`config.mk`:
```
export PLATFORM = sky130hd
export DESIGN_NAME = ram_loader
export DESIGN_NICKNAME = d
export VERILOG_FILES = /design/src/rtl/ram_loader.sv
export SDC_FILE = /design/constraint.sdc
export NUM_CORES = 1
export LEC_CHECK = 0
export CORE_ASPECT_RATIO = 0.6
export CORE_MARGIN = 8
export CORE_UTILIZATION = 30
export DETAILED_ROUTE_END_ITERATION = 16
export HOLD_SLACK_MARGIN = 0.1
export SYNTH_ARGS = -nofsm -noshare
export SYNTH_HDL_FRONTEND = slang
export SYNTH_SLANG_ARGS = --single-unit
```
`constraint.sdc`:
```
create_clock -name clk -period 4.2 [get_ports clk]
set_input_delay 0.42 -clock clk [delete_from_list [all_inputs] [get_ports clk]]
set_output_delay 0.42 -clock clk [all_outputs]
set_load 0.02 [all_outputs]
```
`src/rtl/ram_loader.sv`:
```
// ram_loader: assembles a byte stream into 16-bit words and writes them
// to consecutive addresses of a 16K-word RAM, starting at base_addr.
//
// Ports:
//   clk, reset            clock, synchronous active-high reset
//   start                 begin a load (accepted only while idle)
//   base_addr, word_count first address and number of words (0..16384)
//   byte_in, byte_valid,
//   byte_ready            byte stream handshake
//   mem_out               combinational RAM read data at mem_address
//   mem_address, mem_in,
//   mem_load              RAM address, write data, write enable
//   busy, done, error     status: not idle, completion pulse, verify miss
//   words_written         words written by the current/last load
//
// Parameter HI_FIRST: 1 = first byte of a pair is bits [15:8].
// Build option LOADER_VERIFY_EN: read back and compare each word
// after writing it; a miss sets error and ends the load.

module ram_loader #(
    parameter int HI_FIRST = 1
) (
    input  logic        clk,
    input  logic        reset,
    input  logic        start,
    input  logic [13:0] base_addr,
    input  logic [14:0] word_count,
    input  logic [7:0]  byte_in,
    input  logic        byte_valid,
    output logic        byte_ready,
    input  logic [15:0] mem_out,
    output logic [13:0] mem_address,
    output logic [15:0] mem_in,
    output logic        mem_load,
    output logic        busy,
    output logic        done,
    output logic        error,
    output logic [14:0] words_written
);

`ifdef LOADER_VERIFY_EN
    typedef enum logic [2:0] {
        IDLE   = 3'd0,
        RECV_A = 3'd1,
        RECV_B = 3'd2,
        WRITE  = 3'd3,
        VERIFY = 3'd4,
        DONE   = 3'd5
    } state_t;
`else
    typedef enum logic [2:0] {
        IDLE   = 3'd0,
        RECV_A = 3'd1,
        RECV_B = 3'd2,
        WRITE  = 3'd3,
        DONE   = 3'd5
    } state_t;
`endif

    state_t      state;
    state_t      state_d;
    logic [13:0] addr_q;
    logic [14:0] count_q;
    logic [15:0] word_q;
    logic [14:0] written_q;

    logic        xfer;
    logic        last;
    logic        advance;
    logic        miss;
    logic [14:0] written_inc;

    assign xfer        = byte_valid && byte_ready;
    assign written_inc = written_q + 15'd1;
    assign last        = (written_inc == count_q);

`ifdef LOADER_VERIFY_EN
    logic error_q;

    assign miss    = (state == VERIFY) && (mem_out != word_q);
    assign advance = (state == VERIFY) && (mem_out == word_q);
    assign error   = error_q;
`else
    logic unused_mem_out;

    // Without read-back the RAM data is not needed.
    assign unused_mem_out = ^mem_out;
    assign miss    = 1'b0;
    assign advance = (state == WRITE);
    assign error   = 1'b0;
`endif

    always_comb begin
        state_d = state;
        unique case (state)
            IDLE: begin
                if (start) begin
                    if (word_count != 15'd0) begin
                        state_d = RECV_A;
                    end else begin
                        state_d = DONE;
                    end
                end
            end
            RECV_A: begin
                if (xfer) begin
                    state_d = RECV_B;
                end
            end
            RECV_B: begin
                if (xfer) begin
                    state_d = WRITE;
                end
            end
`ifdef LOADER_VERIFY_EN
            WRITE: begin
                state_d = VERIFY;
            end
            VERIFY: begin
                if (miss || last) begin
                    state_d = DONE;
                end else begin
                    state_d = RECV_A;
                end
            end
`else
            WRITE: begin
                if (last) begin
                    state_d = DONE;
                end else begin
                    state_d = RECV_A;
                end
            end
`endif
            DONE: begin
                state_d = IDLE;
            end
            default: begin
                state_d = IDLE;
            end
        endcase
    end

    always_ff @(posedge clk) begin
        if (reset) begin
            state     <= IDLE;
            addr_q    <= 14'd0;
            count_q   <= 15'd0;
            word_q    <= 16'd0;
            written_q <= 15'd0;
        end else begin
            state <= state_d;
            if (state == IDLE && start) begin
                written_q <= 15'd0;
                if (word_count != 15'd0) begin
                    addr_q  <= base_addr;
                    count_q <= word_count;
                end
            end
            if (state == RECV_A && xfer) begin
                if (HI_FIRST != 0) begin
                    word_q[15:8] <= byte_in;
                end else begin
                    word_q[7:0] <= byte_in;
                end
            end
            if (state == RECV_B && xfer) begin
                if (HI_FIRST != 0) begin
                    word_q[7:0] <= byte_in;
                end else begin
                    word_q[15:8] <= byte_in;
                end
            end
            // 14-bit address wraps 16383 -> 0 on its own.
            if (advance) begin
                written_q <= written_inc;
                addr_q    <= addr_q + 14'd1;
            end
        end
    end

`ifdef LOADER_VERIFY_EN
    always_ff @(posedge clk) begin
        if (reset) begin
            error_q <= 1'b0;
        end else if (state == IDLE && start) begin
            error_q <= 1'b0;
        end else if (miss) begin
            error_q <= 1'b1;
        end
    end
`endif

    assign byte_ready    = (state == RECV_A) || (state == RECV_B);
    assign busy          = (state != IDLE);
    // Gated by reset so an abort never writes or signals completion.
    assign mem_load      = (state == WRITE) && !reset;
    assign done          = (state == DONE) && !reset;
    assign mem_address   = addr_q;
    assign mem_in        = word_q;
    assign words_written = written_q;

endmodule

```
==> results.json, run 1 <==
{
  "status": "finished clean",
  "synthToLayoutAreaGrowth_pct": 37.7,
  "die_w_um": 151,
  "cellPowerDensity_nw_per_um2": 349,
  "highest_layer": "met4",
  "synth_edf_count": 0,
  "ir_worst_vdd_uv": 181,
  "h-tree-depth": 3,
  "grt_use_total": 0.135,
  "setup_tns_ns": 0,
  "regToRegEndpoint": "mem_address[0]",
  "fillers": 1045,
  "required_ns": 3.78,
  "cts_resized": 0,
  "fmax_mhz": 389,
  "start_util": 0.308,
  "ys_ff_latch": 63,
  "grt_pass1_vias": 2971,
  "path_cells": "nand2_1 -> or2_2 -> nor2_1 -> clkdlybuf4s50_1",
  "synth_area_leaders": "dfxtp_1, a21oi_1, nor2_1, nand2_1, mux2i_1",
  "holdPathStages": 2,
  "syn-num-nets": 469,
  "crit_path_end_kind": "output pin",
  "seq_area_frac_synth": 0.386,
  "port_buffers": 89,
  "whs_endpoint": "count_q[4]",
  "rsz0062_at_grt": "false",
  "wl_per_cell_um": 15.9,
  "cts.sinks": 63,
  "gr-total-overflow": 0,
  "num_antenna_cells": 0,
  "grt_pass1_wl_um": 15900,
  "route.detailed.drc": 0,
  "start_kind": "flop",
  "setup_ws_ns": 1.63,
  "dr_wl_met3_um": 699,
  "drv_cap": 0,
  "grt_antenna_before_repair": 0,
  "ys_warn_count": 0,
  "dpl_cell_area_um2": 4220,
  "path_class": "reg2out",
  "hold_viol": 0,
  "period_minus_slack_ns": 2.57,
  "clock_path_buffers": 2,
  "rows": 29,
  "syn_inst": 410,
  "drv_slew": 0,
  "core_um2": 10600,
  "drive_gt1_frac": 0.0691,
  "cts_tree": "done",
  "finalCritPeriodShare": 0.612,
  "clkTransAtPathRegs_ns": 0.05,
  "crit_start": "state[1]",
  "clk_latency_ns": 0.32,
  "grt_max_degree": 38,
  "holdWs_ns": 0.474,
  "holdCritStartpoint": "count_q[4]",
  "p_leak_nw": 1.55,
  "drtPass1Iterations": 5,
  "met2_length_um": 4170,
  "r2r_setup_slack_ns": 1.69,
  "synth_flop_cell": "dfxtp_1",
  "synth.largest_area_cell": "dfxtp_1",
  "max_stage_delay_ns": 0.62,
  "r2r_start": "state[2]",
  "syn_area_um2": 3270,
  "io_pins": 107,
  "die_h_um": 96.8,
  "synthArstFlopShare": 0,
  "yosysTopAreaCellShare": 0.386,
  "avgSynthCellArea_um2": 7.96,
  "maxSlewHeadroom": 0.185,
  "ys_types": 59,
  "crit_arrival_ns": 2.15,
  "finalWirelength_um": 10100,
  "via_per_inst": 5.20,
  "detail-route-antenna-nets": 0,
  "cts_setup_buffers": 0,
  "dieArea_um2": 14600,
  "dp_hpwl_um": 7520,
  "postCtsHoldBufs": 0,
  "worst_pin_slew_ns": 1.22,
  "hold_path.class": "reg2reg",
  "worst-path-max-fanout": 28,
  "cts_root_buf": "clkbuf_16",
  "crit_path_top_delay_cell": "clkdlybuf4s50_1",
  "fin_nets": 546,
  "pre_cts_slack_ns": 1.35,
  "total_power_w": 0.00157,
  "place_congestion": 0.822,
  "rr_worst_depth": 5,
  "cts_buffers": 9,
  "drt_iter0_markers": 255,
  "via_count": 3283,
  "setup_viol_count_final": 0,
  "fin_area_um2": 4500,
  "met1_length_um": 5090,
  "fin_skew_ns": 0.00514
}
[cell families after synthesis]
kind of cell,count (synthesis),synth area share
AO/OA/AOI/OAI,102,0.182
multiplexers,17,0.0521
other,1,0.00115
flip-flops,63,0.386
AND/OR/NAND/NOR,173,0.271
buffers and inverters,32,0.0464
adder cells (fa/ha/maj),2,0.00766
XOR/XNOR,20,0.0536
[worst max-delay path: cells and delay by family (launching register included)]
| family | cells | cell delay [ns] |
|---|---|---|
| and+or+nand+nor | 3 | 0.77 |
| buffers and inverters | 1 | 0.62 |
| DFF | 1 | 0.43 |
[Yosys cell counts (2+ instances only)]
cell and number:
nand3_1 11, buf_2 4, nand2_1 46, o211ai_1 2
nor2_1 48, nor4_1 5, a222oi_1 2, nand4b_1 2
a31oi_1 5, dfxtp_1 63, nor2_2 2, or2_2 2
xor2_1 7, a21oi_1 49, ha_1 2, a221oi_1 2
mux2i_1 17, buf_4 5, a22oi_1 4, or4b_1 2
and2_1 5, xnor2_1 13, inv_1 6, o21ai_0 25
nand4_1 9, and3_1 6, nand2b_1 3, a2bb2oi_1 3
nor3_1 9, or3_1 7, clkbuf_1 15, nand3_2 2
[sequential cells by signal (all words and copies together) (netlist names)]
register,cells
count_q,15
mem_address,14
mem_in,16
state,3
words_written,15
[metrics by stage]
step           std cells  utilization
5_1_grt              631        0.424
3_3_place_gp         615        0.398
3_5_place_dp         615        0.398
2_1_floorplan        410            -
6_report             631        0.424
4_1_cts              631        0.424
[layout make-up]
cell class	instances	area (um^2)	area share
multi-input combinational	315	1850	0.412
sequential	63	1260	0.280
timing repair buffer	92	908	0.202
clock buffer	13	260	0.0579
tap	139	174	0.0387
inverter	6	22.5	0.00501
clock inverter	3	17.5	0.00390
[routing by layer]
layer | GRT usage | up-vias
met4 | 0.0386 | 0
met2 | 0.190 | 124
met5 | 0 | -
met1 | 0.194 | 1527
li1 | - | 1622
met3 | 0.0377 | 10
[power breakdown]
group          leakage, nW  internal [W]  switching (W)  total [W]
Combinational        0.897      0.000110       0.000122   0.000232
Sequential           0.513      0.000626      0.0000298   0.000656
Clock                0.136      0.000429       0.000250   0.000680
Total                 1.55       0.00117       0.000402    0.00157
[layout by cell type, fill, tap and decap left out, drive strengths merged, types with 3 or more instances in the layout]
master         count
mux2i             17
nand2             47
and3               7
o21ai             25
nor4               6
and2               6
nand3             14
xor2               7
nor2              50
buf                4
inv                6
dfxtp             63
xnor2             13
clkbuf            13
a22oi              4
nand4              9
a31oi              5
a2bb2oi            3
nand2b             3
or3                8
clkdlybuf4s50     88
nor3               9
a21oi             49
[worst max path at each step]
stage	endpoint	slack (ns)	cells past startpoint
floorplan	state[2]	2.12	8
global placement	mem_address[6]	1.38	7
detailed placement	mem_address[13]	1.35	7
CTS	mem_load	1.61	4
global route	mem_address[13]	1.38	7
finish	mem_load	1.63	4
No activity file was read; power rests on OpenSTA's default activity.
==> run 2, diff against run 1 <==
==> constraint.sdc (replaced) <==
create_clock -name clk -period 2.4 [get_ports clk]
set_input_delay 0.24 -clock clk [delete_from_list [all_inputs] [get_ports clk]]
set_output_delay 0.24 -clock clk [all_outputs]
set_load 0.02 [all_outputs]
==> results.json, run 2 (synthesis gave the netlist of run 1 again) <==
{
  "final-instance-count-excl-fill": 643,
  "fmax_mhz": 471,
  "rows": 29,
  "required_ns": 2.16,
  "drive_gt1_frac": 0.0952,
  "pre_cts_slack_ns": 0.108,
  "dpl_cell_area_um2": 4310,
  "hold_path.class": "in2reg",
  "die_h_um": 96.8,
  "detail-route-antenna-nets": 0,
  "grt_pass1_vias": 3027,
  "setup_viol_count_final": 0,
  "wl_per_cell_um": 16.1,
  "setup_tns_ns": 0,
  "core_um2": 10600,
  "setup_ws_ns": 0.276,
  "final_cell_mix": "clkdlybuf4s50_1, dfxtp_1, a21oi_1",
  "h-tree-depth": 3,
  "grt_pass1_wl_um": 16400,
  "num_antenna_cells": 0,
  "p_leak_nw": 1.62,
  "via_count": 3324,
  "finalCritPeriodShare": 0.885,
  "start_util": 0.308,
  "worst_pin_slew_ns": 0.562,
  "via_per_inst": 5.17,
  "rsz0062_at_grt": "false",
  "cts_setup_buffers": 0,
  "start_kind": "flop",
  "clkTransAtPathRegs_ns": 0.06,
  "cts_tree": "done",
  "dp_hpwl_um": 7790,
  "largest_reg_flops": 16,
  "drt_iter0_markers": 272,
  "place_congestion": 0.812,
  "drtPass1Iterations": 4,
  "io_pins": 107,
  "clk_latency_ns": 0.33,
  "status": "finished clean",
  "port_buffers": 89,
  "drv_cap": 0,
  "fin_skew_ns": 0.00499,
  "dieArea_um2": 14600,
  "gr-total-overflow": 0,
  "period_minus_slack_ns": 2.12,
  "finalWirelength_um": 10400,
  "synthToLayoutAreaGrowth_pct": 41.4,
  "maxSlewHeadroom": 0.625,
  "cellPowerDensity_nw_per_um2": 629,
  "fin_area_um2": 4620,
  "dp_cells": 627,
  "ir_worst_vdd_uv": 377,
  "cts_resized": 0,
  "grt_use_total": 0.139,
  "crit_path_end_kind": "output pin",
  "grt_max_degree": 38,
  "die_w_um": 151,
  "route.detailed.drc": 0,
  "grt_antenna_before_repair": 0,
  "worst-path-max-fanout": 8,
  "hold_viol": 0,
  "cts.sinks": 63,
  "final_common_cell": "clkdlybuf4s50_1",
  "clock_path_buffers": 2,
  "cts_buffers": 9,
  "path_class": "reg2out",
  "fin_nets": 558,
  "cts_root_buf": "clkbuf_16",
  "fin_util": 0.436,
  "drv_slew": 0,
  "crit_arrival_ns": 1.88,
  "postCtsHoldBufs": 0
}
run 2: through the flow:
stage | hold WS, ns | power [W]
after floorplan | 0.376 | 0.00138
after global placement | 0.465 | 0.00159
after detailed placement | 0.467 | 0.00160
after CTS | 0.384 | 0.00294
after global routing | 0.409 | 0.00303
final | 0.383 | 0.00291
run 2: area by class of cell:
| class | instances | area (um^2) |
|---|---|---|
| fill | 1052 | 5980 |
| sequential | 63 | 1260 |
| tap | 139 | 174 |
| timing repair buffer | 104 | 998 |
| multi-input combinational | 315 | 1850 |
| inverter | 6 | 22.5 |
| clock inverter | 5 | 56.3 |
| clock buffer | 11 | 253 |
run 2: report_power, final:
group          switching (W)  internal, W  total [W]
Clock               0.000471     0.000857    0.00133
Sequential         0.0000504      0.00110    0.00115
Combinational       0.000223     0.000209   0.000431
Total               0.000744      0.00216    0.00291
run 2: metal layers:
layer,global-route usage,up-vias,share of wire
li1,-,1639,-
met1,0.204,1563,0.52
met2,0.190,113,0.41
met3,0.0414,9,0.061
met4,0.0363,0,0.011
met5,0,-,0
run 2: final timing paths:
| path | cells past startpoint | from | slack, ns | to |
|---|---|---|---|---|
| max reg2reg | 7 | words_written[1] | 0.28 | state[2] |
| max | 3 | state[2] | 0.28 | busy |
| min reg2reg | 2 | count_q[9] | 0.47 | count_q[9] |
| min | 2 | reset | 0.38 | mem_in[10] |
run 2: worst max-delay path, stage by stage (launching register included):
cell	delay, ns
dfxtp_1	0.38
nor3_1	0.43
inv_1	0.15
clkdlybuf4s50_1	0.59
